**src/rtl/bt_pkg.sv**
```systemverilog
`default_nettype none
// +----------------------------------------------------------------------+
// | bt_pkg : packet types, payload constants and payload FSM encoding    |
// | Revision: 1.0                                                        |
// +----------------------------------------------------------------------+
package bt_pkg;

  typedef logic [3:0] pkt_type_t;

  localparam pkt_type_t PKT_NULL = 4'h0;
  localparam pkt_type_t PKT_POLL = 4'h1;
  localparam pkt_type_t PKT_FHS  = 4'h2;

  localparam int FHS_LEN = 144;
  localparam int CRC_LEN = 16;
  localparam int PYLEN_W = 13;

  typedef enum logic [2:0] {
    PY_IDLE    = 3'd0,
    PY_LOAD    = 3'd1,
    PY_PAYLOAD = 3'd2,
    PY_CRC     = 3'd3,
    PY_DONE    = 3'd4
  } py_state_t;

endpackage
`default_nettype wire

```
**src/rtl/txpyctrl_if.sv**
```systemverilog
`default_nettype none
// +----------------------------------------------------------------------+
// | txpyctrl_if : strobe, start/abort, decoder and bit-stream signals    |
// | Revision: 1.0                                                        |
// +----------------------------------------------------------------------+
interface txpyctrl_if;
  import bt_pkg::*;

  logic                p_1us;
  logic                tx_pystart;
  logic                tx_abort;
  logic [PYLEN_W-1:0]  pylenbit;
  logic                crcencode;
  logic                txbuf_bit;
  pkt_type_t           pk_type;
  logic [PYLEN_W-1:0]  txbuf_addr;
  logic                pybitout;
  logic                pybit_valid;
  logic                crc_phase;
  logic                py_busy;
  logic                py_endp;

  modport master (
    output p_1us, tx_pystart, tx_abort, pylenbit, crcencode, txbuf_bit,
    input  pk_type, txbuf_addr, pybitout, pybit_valid, crc_phase, py_busy, py_endp
  );

  modport slave (
    input  p_1us, tx_pystart, tx_abort, pylenbit, crcencode, txbuf_bit,
    output pk_type, txbuf_addr, pybitout, pybit_valid, crc_phase, py_busy, py_endp
  );

endinterface
`default_nettype wire

```
**src/rtl/txfhspack.sv**
```systemverilog
`default_nettype none
// +----------------------------------------------------------------------+
// | txfhspack : combinational assembly of the 144-bit FHS payload image  |
// | Revision: 1.0                                                        |
// +----------------------------------------------------------------------+
module txfhspack
  import bt_pkg::*;
(
  input  wire logic [25:0]        clk_27_2,
  input  wire logic [2:0]         regi_FHS_LT_ADDR,
  input  wire logic [23:0]        regi_myClass,
  input  wire logic [15:0]        regi_my_BD_ADDR_NAP,
  input  wire logic [7:0]         regi_my_BD_ADDR_UAP,
  input  wire logic [1:0]         regi_SR,
  input  wire logic               regi_EIR,
  input  wire logic [23:0]        regi_my_BD_ADDR_LAP,
  input  wire logic [33:0]        regi_my_syncword,
  output logic      [FHS_LEN-1:0] fhs
);

  // Bit 0 (first on air) is the LSB of the sync word.
  assign fhs = {3'b000, clk_27_2, regi_FHS_LT_ADDR, regi_myClass,
                regi_my_BD_ADDR_NAP, regi_my_BD_ADDR_UAP, 2'b10, regi_SR,
                1'b0, regi_EIR, regi_my_BD_ADDR_LAP, regi_my_syncword};

endmodule
`default_nettype wire

```
**src/rtl/txpyctrl.sv**
```systemverilog
`default_nettype none
// +----------------------------------------------------------------------+
// | txpyctrl : TX payload sequencer - packet type, payload bits, CRC gap |
// | Revision: 1.0                                                        |
// +----------------------------------------------------------------------+
module txpyctrl
  import bt_pkg::*;
(
  input  wire logic        clk_6M,
  input  wire logic        rst,
  input  wire logic        mpr,
  input  wire logic        ir,
  input  wire logic [3:0]  regi_packet_type,
  input  wire logic [27:0] CLK,
  input  wire logic [2:0]  regi_FHS_LT_ADDR,
  input  wire logic [23:0] regi_myClass,
  input  wire logic [15:0] regi_my_BD_ADDR_NAP,
  input  wire logic [7:0]  regi_my_BD_ADDR_UAP,
  input  wire logic [1:0]  regi_SR,
  input  wire logic        regi_EIR,
  input  wire logic [23:0] regi_my_BD_ADDR_LAP,
  input  wire logic [33:0] regi_my_syncword,
  txpyctrl_if.slave        bus
);

  py_state_t           r_state;
  logic [PYLEN_W-1:0]  r_cnt;
  logic [3:0]          r_crc_cnt;
  logic [FHS_LEN-1:0]  r_fhs;
  pkt_type_t           r_pk_type;
  logic                r_pybitout;
  logic                r_pybit_valid;
  logic                r_crc_phase;
  logic                r_py_busy;
  logic                r_py_endp;

  logic [FHS_LEN-1:0]  w_fhs;
  logic                w_fhs_bit;
  logic                w_src_bit;
  logic                w_last_bit;
  logic                w_crc_last;
  logic                w_unused_clk_lsb;

  txfhspack u_fhspack (
    .clk_27_2            (CLK[27:2]),
    .regi_FHS_LT_ADDR    (regi_FHS_LT_ADDR),
    .regi_myClass        (regi_myClass),
    .regi_my_BD_ADDR_NAP (regi_my_BD_ADDR_NAP),
    .regi_my_BD_ADDR_UAP (regi_my_BD_ADDR_UAP),
    .regi_SR             (regi_SR),
    .regi_EIR            (regi_EIR),
    .regi_my_BD_ADDR_LAP (regi_my_BD_ADDR_LAP),
    .regi_my_syncword    (regi_my_syncword),
    .fhs                 (w_fhs)
  );

  assign w_unused_clk_lsb = ^CLK[1:0];

  // Oversized FHS payloads pad with zeros past the 144-bit image.
  assign w_fhs_bit  = (r_cnt < PYLEN_W'(FHS_LEN)) ? r_fhs[r_cnt[7:0]] : 1'b0;
  assign w_src_bit  = (r_pk_type == PKT_FHS) ? w_fhs_bit : bus.txbuf_bit;
  assign w_last_bit = (r_cnt == (bus.pylenbit - PYLEN_W'(1)));
  assign w_crc_last = (r_crc_cnt == 4'(CRC_LEN - 1));

  always_ff @(posedge clk_6M or posedge rst) begin
    if (rst) begin
      r_state       <= PY_IDLE;
      r_cnt         <= '0;
      r_crc_cnt     <= '0;
      r_fhs         <= '0;
      r_pk_type     <= PKT_NULL;
      r_pybitout    <= 1'b0;
      r_pybit_valid <= 1'b0;
      r_crc_phase   <= 1'b0;
      r_py_busy     <= 1'b0;
      r_py_endp     <= 1'b0;
    end else begin
      r_pybit_valid <= 1'b0;
      r_py_endp     <= 1'b0;
      if (bus.tx_abort) begin
        r_state     <= PY_IDLE;
        r_py_busy   <= 1'b0;
        r_crc_phase <= 1'b0;
      end else begin
        case (r_state)
          PY_IDLE: begin
            if (bus.tx_pystart) begin
              r_pk_type <= (mpr | ir) ? PKT_FHS : regi_packet_type;
              r_state   <= PY_LOAD;
              r_py_busy <= 1'b1;
            end
          end
          PY_LOAD: begin
            r_fhs     <= w_fhs;
            r_cnt     <= '0;
            r_crc_cnt <= '0;
            if (bus.pylenbit != '0) begin
              r_state <= PY_PAYLOAD;
            end else if (bus.crcencode) begin
              r_state <= PY_CRC;
            end else begin
              r_state   <= PY_DONE;
              r_py_endp <= 1'b1;
            end
          end
          PY_PAYLOAD: begin
            if (bus.p_1us) begin
              r_pybitout    <= w_src_bit;
              r_pybit_valid <= 1'b1;
              r_cnt         <= r_cnt + PYLEN_W'(1);
              if (w_last_bit) begin
                if (bus.crcencode) begin
                  r_state <= PY_CRC;
                end else begin
                  r_state   <= PY_DONE;
                  r_py_endp <= 1'b1;
                end
              end
            end
          end
          PY_CRC: begin
            // The CRC unit downstream substitutes the real check bits.
            if (bus.p_1us) begin
              r_pybitout    <= 1'b0;
              r_pybit_valid <= 1'b1;
              r_crc_phase   <= 1'b1;
              r_crc_cnt     <= r_crc_cnt + 4'd1;
              if (w_crc_last) begin
                r_state   <= PY_DONE;
                r_py_endp <= 1'b1;
              end
            end
          end
          PY_DONE: begin
            r_state     <= PY_IDLE;
            r_py_busy   <= 1'b0;
            r_crc_phase <= 1'b0;
          end
          default: begin
            r_state     <= PY_IDLE;
            r_py_busy   <= 1'b0;
            r_crc_phase <= 1'b0;
          end
        endcase
      end
    end
  end

  assign bus.pk_type     = r_pk_type;
  assign bus.txbuf_addr  = r_cnt;
  assign bus.pybitout    = r_pybitout;
  assign bus.pybit_valid = r_pybit_valid;
  assign bus.crc_phase   = r_crc_phase;
  assign bus.py_busy     = r_py_busy;
  assign bus.py_endp     = r_py_endp;

endmodule
`default_nettype wire
```
**src/flat_wrapper.sv**
```systemverilog
// flat-port wrapper written by rule: the top's interface ports become plain ports
module txpyctrl_flat import bt_pkg::*;
  (clk_6M, rst, mpr, ir, regi_packet_type, CLK, regi_FHS_LT_ADDR, regi_myClass, regi_my_BD_ADDR_NAP, regi_my_BD_ADDR_UAP, regi_SR, regi_EIR, regi_my_BD_ADDR_LAP, regi_my_syncword, bus_p_1us, bus_tx_pystart, bus_tx_abort, bus_pylenbit, bus_crcencode, bus_txbuf_bit, bus_pk_type, bus_txbuf_addr, bus_pybitout, bus_pybit_valid, bus_crc_phase, bus_py_busy, bus_py_endp);
  txpyctrl_if bus_i ();
  input  wire logic clk_6M;
  input  wire logic rst;
  input  wire logic mpr;
  input  wire logic ir;
  input  wire logic [3:0] regi_packet_type;
  input  wire logic [27:0] CLK;
  input  wire logic [2:0] regi_FHS_LT_ADDR;
  input  wire logic [23:0] regi_myClass;
  input  wire logic [15:0] regi_my_BD_ADDR_NAP;
  input  wire logic [7:0] regi_my_BD_ADDR_UAP;
  input  wire logic [1:0] regi_SR;
  input  wire logic regi_EIR;
  input  wire logic [23:0] regi_my_BD_ADDR_LAP;
  input  wire logic [33:0] regi_my_syncword;
  input wire logic [$bits(bus_i.p_1us)-1:0] bus_p_1us;
  input wire logic [$bits(bus_i.tx_pystart)-1:0] bus_tx_pystart;
  input wire logic [$bits(bus_i.tx_abort)-1:0] bus_tx_abort;
  input wire logic [$bits(bus_i.pylenbit)-1:0] bus_pylenbit;
  input wire logic [$bits(bus_i.crcencode)-1:0] bus_crcencode;
  input wire logic [$bits(bus_i.txbuf_bit)-1:0] bus_txbuf_bit;
  output wire logic [$bits(bus_i.pk_type)-1:0] bus_pk_type;
  output wire logic [$bits(bus_i.txbuf_addr)-1:0] bus_txbuf_addr;
  output wire logic [$bits(bus_i.pybitout)-1:0] bus_pybitout;
  output wire logic [$bits(bus_i.pybit_valid)-1:0] bus_pybit_valid;
  output wire logic [$bits(bus_i.crc_phase)-1:0] bus_crc_phase;
  output wire logic [$bits(bus_i.py_busy)-1:0] bus_py_busy;
  output wire logic [$bits(bus_i.py_endp)-1:0] bus_py_endp;
  assign bus_i.p_1us = bus_p_1us;
  assign bus_i.tx_pystart = bus_tx_pystart;
  assign bus_i.tx_abort = bus_tx_abort;
  assign bus_i.pylenbit = bus_pylenbit;
  assign bus_i.crcencode = bus_crcencode;
  assign bus_i.txbuf_bit = bus_txbuf_bit;
  assign bus_pk_type = bus_i.pk_type;
  assign bus_txbuf_addr = bus_i.txbuf_addr;
  assign bus_pybitout = bus_i.pybitout;
  assign bus_pybit_valid = bus_i.pybit_valid;
  assign bus_crc_phase = bus_i.crc_phase;
  assign bus_py_busy = bus_i.py_busy;
  assign bus_py_endp = bus_i.py_endp;
  txpyctrl u_core (.clk_6M(clk_6M), .rst(rst), .mpr(mpr), .ir(ir), .regi_packet_type(regi_packet_type), .CLK(CLK), .regi_FHS_LT_ADDR(regi_FHS_LT_ADDR), .regi_myClass(regi_myClass), .regi_my_BD_ADDR_NAP(regi_my_BD_ADDR_NAP), .regi_my_BD_ADDR_UAP(regi_my_BD_ADDR_UAP), .regi_SR(regi_SR), .regi_EIR(regi_EIR), .regi_my_BD_ADDR_LAP(regi_my_BD_ADDR_LAP), .regi_my_syncword(regi_my_syncword), .bus(bus_i));
endmodule
```
**config.mk**
```make
export PLATFORM = sky130hd
export DESIGN_NAME = txpyctrl_flat
export DESIGN_NICKNAME = d
export VERILOG_FILES = /design/src/rtl/bt_pkg.sv /design/src/rtl/txpyctrl_if.sv /design/src/rtl/txfhspack.sv /design/src/rtl/txpyctrl.sv /design/src/flat_wrapper.sv
export SDC_FILE = /design/constraint.sdc
export NUM_CORES = 1
export LEC_CHECK = 0
export ABC_AREA = 1
export CORE_MARGIN = 8
export CORE_UTILIZATION = 57
export CTS_BUF_LIST = sky130_fd_sc_hd__clkbuf_8 sky130_fd_sc_hd__clkbuf_16
export DETAILED_ROUTE_END_ITERATION = 10
export HOLD_SLACK_MARGIN = 0.1
export MAX_ROUTING_LAYER = met4
export PLACE_DENSITY_LB_ADDON = 0.25
export RECOVER_POWER = 25
export SYNTH_ARGS = -nofsm -noshare
export SYNTH_HDL_FRONTEND = slang
export SYNTH_HIERARCHICAL = 1
export SYNTH_SLANG_ARGS = --single-unit
```
**constraint.sdc**
```tcl
create_clock -name clk_6M -period 15.3 [get_ports clk_6M]
set_clock_uncertainty 0.15 [all_clocks]
set_input_delay 4.59 -clock clk_6M [delete_from_list [all_inputs] [get_ports clk_6M]]
set_output_delay 4.59 -clock clk_6M [all_outputs]
set_load 0.005 [all_outputs]
```
==> impl_metrics.json <==
{
  "area_growth_pct": 14.7,
  "postCtsHoldBufs": 0,
  "overflow": 0,
  "rsz0062_at_grt": "no",
  "ys_seq_elements": 173,
  "core_um2": 17200,
  "synth_edf_count": 0,
  "violations": "max-capacitance violations, max-slew violations",
  "clockBufferDepth": 2,
  "drtIter0Drc": 492,
  "synth_cells": 1353,
  "wl_per_cell_um": 14.8,
  "start_util_pct": 58.0,
  "h-tree-depth": 4,
  "dp_hpwl_mm": 15.8,
  "cts_resized": 0,
  "die-height_um": 148,
  "async_flop_share_pct": 100,
  "clock-sinks": 173,
  "track_usage_pct": 22.5,
  "synthTopCellsByArea": "dfrtp_1 43%, nand2_1 20%, buf_4 11%, nand3_1 6.1%, o21ai_0 4.0%",
  "power_density_nw_per_um2": 162,
  "drt_wl_total_mm": 23.7,
  "ant_nets": 0,
  "yosys_warnings": 6,
  "drive_gt1_share_pct": 4.73,
  "slew_headroom_pct": -202,
  "ys_seq_area_share_pct": 43.4,
  "met1_usage_pct": 28.9,
  "cp-end-kind": "asynchronous set/reset pin",
  "root_buffer": "clkbuf_16",
  "critPathSlowestCell": "clkinvlp_2",
  "r2r_cells": 10,
  "cts_setup_buffers": 0,
  "synth_area_um2": 9970,
  "use_met3_pct": 3.89,
  "grt_pass1_vias": 8098,
  "p_leak_nw": 5.55,
  "first_pass_iters": 5,
  "whs_path_depth": 2,
  "clk_pin_slew_ns": 0.07,
  "arrival_ns": 8.75,
  "cts-buffers-inserted": 17,
  "antenna_found_initial": 0,
  "drcViolationCount": 0,
  "power_w": 0.00185,
  "nets": 1532,
  "gp_congestion": 0.877,
  "path_max_fanout": 104,
  "finalSetupViolations": 0,
  "cp.required_ns": 15.52,
  "crit_buf_inv": 3,
  "hold_viol": 0,
  "final_core_util_pct": 66.5,
  "drv_slew": 105,
  "critical_path_depth": 3,
  "syn_avg_cell_area_um2": 7.37,
  "n_fill_cell": 1518,
  "synth.largest_area_cell": "dfrtp_1",
  "status": "complete, but fails checks",
  "hp-class": "reg2reg",
  "period_minus_slack_ns": 8.52,
  "cts_tree": "built",
  "synth_common_cells": "526 x nand2_1, 173 x dfrtp_1, 146 x buf_4, 121 x nand3_1, 99 x inv_1",
  "num_rows": 48,
  "port_buffers": 185,
  "fin_ws_ns": 6.78,
  "diodes": 0,
  "die_w_um": 148,
  "dp_slack_ns": 8.27,
  "grt_start_max_net_pins": 213,
  "cpPeakStageDelay_ns": 2.50,
  "die_area_um2": 22000,
  "synth-main-ff-cell": "dfrtp_1",
  "grt_first_pass_wirelength_mm": 39.0,
  "clock_latency_ns": 0.43,
  "fin_crit_sh_pct": 55.7,
  "fin_hold_ws_ns": 0.316,
  "start_kind": "primary input",
  "crit_type": "in2async",
  "max_freq_mhz": 117,
  "yosysUniqueCellTypes": 41,
  "crit_chain": "dlygate4sd3_1, clkinvlp_2, buf_4",
  "ir_drop_uv": 120,
  "ios": 188,
  "cpLargestDelayFamily": "buffers and inverters",
  "via_count": 8203,
  "synth_top_area_share_pct": 43.4,
  "use_met2_pct": 35.2,
  "maxCapViolations": 1,
  "tightest_slew_ns": 4.51,
  "yosysMostFrequentCell": "nand2_1",
  "top_usage_layer": "met2",
  "tns_ns": 0,
  "viasPerCell": 5.13
}
-- power by group --
part	internal [W]	switching, W
registers	0.000651	0.0000850
logic	0.000252	0.000420
clock network	0.000262	0.000177
-- final timing paths --
check | start | end | slack (ns)
worst max-delay path | rst | u_core/bus.txbuf_addr[0] | 6.78
worst min-delay path | u_core/r_fhs[133] | u_core/r_fhs[133] | 0.32
worst max register to register | u_core/bus.txbuf_addr[0] | u_core/bus.txbuf_addr[11] | 11.87
worst min register to register | u_core/r_fhs[133] | u_core/r_fhs[133] | 0.32
max in group clk_6M | bus_tx_abort | u_core/bus.txbuf_addr[4] | 8.43
min in group asynchronous | rst | u_core/r_fhs[55] | 5.83
-- area by class of cell --
| cell class | count | area, um^2 | area share, % |
|---|---|---|---|
| clock buffer | 22 | 494 | 4.32 |
| tap | 225 | 282 | 2.46 |
| timing repair buffer | 194 | 1930 | 16.9 |
| clock inverter | 9 | 110 | 0.963 |
| sequential | 173 | 4330 | 37.9 |
| inverter | 104 | 392 | 3.43 |
| multi-input combinational | 873 | 3890 | 34.0 |
-- sequential cells by signal, summed over array words and instances, names as in the netlist --
| name | flops |
|---|---|
| u_core/bus.pybitout | 1 |
| u_core/bus.pk_type | 4 |
| u_core/bus.txbuf_addr | 13 |
| u_core/bus.py_busy | 1 |
| u_core/r_fhs | 144 |
| u_core/bus.pybit_valid | 1 |
| u_core/r_crc_cnt | 4 |
| u_core/r_state | 3 |
| u_core/bus.crc_phase | 1 |
| u_core/bus.py_endp | 1 |
-- tightest hold or removal path: cells and delay by family (launching register included) --
| kind | cells | cell delay, ns |
|---|---|---|
| simple gates | 2 | 0.09 |
| flops | 1 | 0.34 |
-- cells by family (layout without fill, tap and decap cells) --
logic type      Yosys count  after routing  synth area share [%]
buf+inv                 311            329                  17.8
xor+xnor                 16             16                  1.41
simple gates            732            732                  30.5
other cells               2              6                0.0754
compound gates          116            116                  6.40
flops                   173            173                  43.4
fa+ha+maj                 3              3                 0.377
-- metrics by stage --
step	instances	cell area [um^2]
after detailed placement	1569	10800
final	1600	11400
after global routing	1600	11400
after global placement	1569	10800
after floorplan	1357	9980
after CTS	1600	11400
-- cell usage in the layout (no fill, tap or decap), types with 6 or more instances in the layout --
master | netlist | final
buf_4 | 146 | 8
inv_2 | 5 | 6
clkdlybuf4s50_1 | 0 | 183
o21ai_0 | 80 | 80
nor3_1 | 7 | 7
xor2_1 | 11 | 11
inv_1 | 99 | 98
dfrtp_1 | 173 | 171
nand3_1 | 121 | 121
o211ai_1 | 7 | 7
nor2_1 | 48 | 47
nand2_1 | 526 | 526
clkbuf_16 | 0 | 17
conb_1 | 2 | 6
a21oi_1 | 15 | 15
-- per-layer routing --
| layer | vias up | routed length [um] |
|---|---|---|
| met5 | - | 0 |
| met4 | 0 | 558 |
| met3 | 37 | 1310 |
| met2 | 235 | 11300 |
| met1 | 3838 | 10500 |
| li1 | 4093 | - |
(Power assumes the default switching activity.)
